## src/rtl/router_arbiter.sv

```systemverilog
// router_arbiter: round-robin scheduler granting one node a single FRAME_LEN-bit
// frame on the bit-serial router, reporting done or abort per frame.
module router_arbiter #(
  parameter int FRAME_LEN = 8
) (
  input  logic       clk,
  input  logic       rst_n,
  input  logic [3:0] req,
  input  logic [1:0] dest0,
  input  logic [1:0] dest1,
  input  logic [1:0] dest2,
  input  logic [1:0] dest3,
  output logic [3:0] grant,
  output logic [1:0] sender,
  output logic [1:0] receiver,
  output logic       bus_active,
  output logic       done,
  output logic       abort
);
  localparam int CW = (FRAME_LEN > 2) ? $clog2(FRAME_LEN) : 1;
  typedef enum logic [1:0] {IDLE, SETUP, XFER, RELEASE} state_t;
  state_t state_q, state_d;
  logic [1:0] rr_ptr_q, rr_ptr_d, sender_q, sender_d, receiver_q, receiver_d;
  logic [3:0] grant_q, grant_d;
  logic [CW-1:0] count_q, count_d;
  logic bus_active_q, bus_active_d, done_q, done_d, abort_q, abort_d;
  logic [3:0][1:0] dest;
  logic found;
  logic [1:0] win, idx;
  assign dest = {dest3, dest2, dest1, dest0};
  // Scan from the farthest offset down so the node closest to rr_ptr wins last.
  always_comb begin
    found = 1'b0;
    win = rr_ptr_q;
    idx = rr_ptr_q;
    for (int i = 3; i >= 0; i--) begin
      idx = rr_ptr_q + 2'(i);
      if (req[idx] && dest[idx] != idx) begin
        found = 1'b1;
        win = idx;
      end
    end
  end
  always_comb begin
    state_d = state_q;
    rr_ptr_d = rr_ptr_q;
    sender_d = sender_q;
    receiver_d = receiver_q;
    grant_d = grant_q;
    count_d = count_q;
    bus_active_d = 1'b0;
    done_d = 1'b0;
    abort_d = 1'b0;
    case (state_q)
      IDLE: if (found) begin
        state_d = SETUP;
        grant_d = 4'b0001 << win;
        sender_d = win;
        receiver_d = dest[win];
        rr_ptr_d = win + 2'd1;
      end
      SETUP: begin
        state_d = XFER;
        count_d = '0;
        bus_active_d = 1'b1;
      end
      XFER: begin
        count_d = count_q + 1'b1;
        if (!req[sender_q] || count_q == CW'(FRAME_LEN - 1)) begin
          state_d = RELEASE;
          grant_d = 4'b0000;
          abort_d = !req[sender_q];
          done_d = req[sender_q];
        end else begin
          bus_active_d = 1'b1;
        end
      end
      default: state_d = IDLE;
    endcase
  end
  always_ff @(posedge clk or negedge rst_n) begin
    if (!rst_n) begin
      state_q <= IDLE;
      rr_ptr_q <= '0;
      sender_q <= '0;
      receiver_q <= '0;
      grant_q <= '0;
      count_q <= '0;
      bus_active_q <= 1'b0;
      done_q <= 1'b0;
      abort_q <= 1'b0;
    end else begin
      state_q <= state_d;
      rr_ptr_q <= rr_ptr_d;
      sender_q <= sender_d;
      receiver_q <= receiver_d;
      grant_q <= grant_d;
      count_q <= count_d;
      bus_active_q <= bus_active_d;
      done_q <= done_d;
      abort_q <= abort_d;
    end
  end
  assign grant = grant_q;
  assign sender = sender_q;
  assign receiver = receiver_q;
  assign bus_active = bus_active_q;
  assign done = done_q;
  assign abort = abort_q;
endmodule

```

## config.mk

```make
export PLATFORM = sky130hd
export DESIGN_NAME = router_arbiter
export DESIGN_NICKNAME = d
export VERILOG_FILES = /design/src/rtl/router_arbiter.sv
export SDC_FILE = /design/constraint.sdc
export NUM_CORES = 1
export LEC_CHECK = 0
export ABC_AREA = 1
export CAP_MARGIN = 0
export CORE_AREA = 5 5 54 56
export CTS_CLUSTER_SIZE = 10
export DETAILED_ROUTE_END_ITERATION = 8
export DIE_AREA = 0 0 59 61
export MAX_ROUTING_LAYER = met4
export PLACE_DENSITY = 0.82
export SKIP_CTS_REPAIR_TIMING = 1
export SLEW_MARGIN = 30
export SYNTH_ARGS = -nofsm -noshare
export SYNTH_HDL_FRONTEND = slang
export SYNTH_SLANG_ARGS = --single-unit
export TNS_END_PERCENT = 100
```

## constraint.sdc

```tcl
create_clock -name clk -period 3.47 [get_ports clk]
set_input_delay 0.694 -clock clk [delete_from_list [all_inputs] [get_ports clk]]
set_output_delay 0.694 -clock clk [all_outputs]
set_load 0.03 [all_outputs]
```

==> reports/qor.yml <==
cts:
  clock_path_buffers: 2
  tritoncts: "done"
  clock_sinks: 18
  cts_root_buffer: "clkbuf_4"
  cts_max_level: 1
  path_clk_slew_ns: 0.09
  numCtsBuffers: 3
  clock_latency_ns: 0.29
hold_path:
  hold_path.startpoint: "grant[1]$_DFFE_PN0P_"
  hp-class: "reg -> reg"
  whs_path_depth: 2
final_layout:
  finalNetCount: 216
  fin_area_mm2: 0.00156
  multi_input_area_um2: 712
  fillers: 213
  layout-drive-gt1-share_pct: 17.4
  final_cell_mix: "60 x nand2_1, 24 x clkdlybuf4s50_1, 19 x nand3_1, 18 x dfrtp_1, 14 x inv_1"
  area_growth_pct: 24.2
  diodes: 0
  final-seq-area_um2: 450
  final_common_cell: "nand2_1"
  final-instance-count-excl-fill: 225
setup_path:
  crit_family: "simple AND/OR/NAND/NOR gates"
  rr_worst_depth: 15
  arrival_ns: 2.46
  path_class: "in -> reg"
  worst-path-max-fanout: 6
  path_cells: "clkdlybuf4s50_1 -> nand2_1 -> nand3_1 -> nand2_1 -> nand2_1 -> nand2_2 -> inv_2 -> nand4_1 -> nand3_1 -> nand2_1 -> nand2_1 -> inv_2 -> nand2_1 -> nand2_1 -> nand2_1 -> nand2_1"
  crit_path_start_kind: "input pin"
  critPathBufInv: 3
  worstPathRequired_ns: 3.66
  crit_path_end_kind: "register"
  timing.rr.start: "rr_ptr_q[0]$_DFFE_PN0P_"
  path_common_cell: "nand2_1"
  cp.depth: 16
  crit_start: "dest3[0]"
  slowest_stage: "clkdlybuf4s50_1"
  cpPeakStageDelay_ns: 0.47
placed_design:
  dp_hpwl_mm: 2.18
  io_buffers: 24
  placed_area_mm2: 0.00152
  place.gp.congestion: 0.816
  dp_cells: 221
die:
  die_h_um: 61
  io_pins: 25
  coreArea_mm2: 0.00239
  dieWidth_um: 59
  dieArea_mm2: 0.00360
  row_count: 18
  start_util_pct: 52.5
sta:
  worstMarginPinSlew_ns: 0.755
  grt_setup_unrepaired: "no"
  fin_skew_ns: 0.00254
  tns_ns: 0
  fin_hold_ws_ns: 0.492
  finalMaxSlewViolations: 0
  min_period_ns: 2.27
  max_freq_mhz: 441
  hold_viol_final: 0
  relSlewSlack_pct: 49.5
  fin_crit_sh_pct: 65.3
  setup_viol: 0
route:
  drc: 0
  dr.pass1.iters: 4
  via_count: 1140
  wl_per_cell_um: 12.0
  wirelength_mm: 2.69
  ant_nets: 0
  drtIter0Drc: 25
  drt-vias-per-instance: 5.07
grt:
  grt_pass1_wl_mm: 4.64
  globalRouteOverflowTotal: 0
  antenna_found_initial: 0
  track_usage_pct: 17.1
  grt_pass1_vias: 1110
  grt_max_degree: 19
yosys:
  syn_avg_cell_area_um2: 7.46
  synth.distinct_cells: 25
  seq_area_frac_synth_pct: 36.0
  synth_seq_cells: 18
  yosys_warnings: 0
  syn_nets: 188
  syn_inst: 168
  netlist_area_mm2: 0.00125
power_and_ir_drop:
  p_leak_nw: 0.798
  switching_share_pct: 54.0
  power_density_mw_per_mm2: 1100
  p_seq_share_pct: 22.0
  power.switching_uw: 921
  clkPwrFrac_pct: 7.5
  vdd_ir_drop_max_mv: 0.644
  pwr-share-comb_pct: 70.5
  internal-power_uw: 785
job:
  maxCapViolations: 0
outcome:
  status: "finished, final reports clean"
-- tightest hold or removal path: stages, from the launching register on --
cell	delay, ns
dfrtp_1	0.36
nand2_1	0.05
nand2_1	0.06
-- metrics by stage --
stage	power, mW	util [%]	worst slack (ns)
after detailed placement	1.58	63.6	0.922
after floorplan	1.30	-	1.59
after CTS	1.71	65.1	1.24
after global routing	1.88	65.1	1.04
final	1.71	65.1	1.20
after global placement	1.53	63.6	0.981
-- synthesized netlist by cell type (all sizes together) --
| master | number | area (µm²) |
|---|---|---|
| a21oi | 6 | 30.0 |
| a31oi | 1 | 6.26 |
| buf | 1 | 11.3 |
| dfrtp | 18 | 450 |
| ha | 6 | 75.1 |
| inv | 21 | 78.8 |
| nand2 | 73 | 317 |
| nand3 | 21 | 123 |
| nand4 | 2 | 12.5 |
| nor2 | 5 | 36.3 |
| o211ai | 1 | 7.51 |
| o21ai | 10 | 72.6 |
| o21bai | 2 | 26.3 |
| o22ai | 1 | 6.26 |
-- routing by layer --
metal	vias to the layer above	routed length [µm]	track usage, %
met5	-	0	-
met4	0	21	4.85
met3	2	76	1.49
met2	20	1430	31.5
met1	523	1160	19.8
li1	595	-	-
-- area by class of cell --
class | count | area share [%]
clock buffers | 4 | 2.33
inverters | 21 | 5.07
multi-input cells | 128 | 45.8
flip-flops and latches | 18 | 29.0
well taps | 30 | 2.41
repair buffers | 24 | 15.4
-- registers in the layout, summed over array words and instances (netlist names) --
register / count
count_q: 3
state_q: 2
receiver: 2
bus_active: 1
grant: 4
abort: 1
done: 1
sender: 2
rr_ptr_q: 2
-- cell families after synthesis --
logic type / synth area share, %
compound gates: 11.9
simple gates: 39.0
flops: 36.0
fa+ha+maj: 5.99
buf+inv: 7.19
-- final timing paths --
| kind | endpoint | slack [ns] |
|---|---|---|
| hold reg to reg | grant[1]$_DFFE_PN0P_ | 0.49 |
| setup / recovery | receiver[1]$_DFFE_PN0P_ | 1.20 |
| setup reg to reg | receiver[1]$_DFFE_PN0P_ | 1.26 |
| max in group asynchronous | receiver[0]$_DFFE_PN0P_ | 2.17 |
| min in group asynchronous | count_q[2]$_DFFE_PN0P_ | 0.83 |
| hold / removal | grant[1]$_DFFE_PN0P_ | 0.49 |
-- power groups by stage --
stage | Combinational (mW) | Clock (mW) | Sequential, mW
2_1_floorplan | 0.868 | 0 | 0.436
3_3_place_gp | 1.16 | 0 | 0.375
3_5_place_dp | 1.20 | 0 | 0.379
4_1_cts | 1.20 | 0.131 | 0.376
5_1_grt | 1.35 | 0.141 | 0.392
6_report | 1.20 | 0.127 | 0.375
Note: power is estimated with default switching activity, not from simulation.
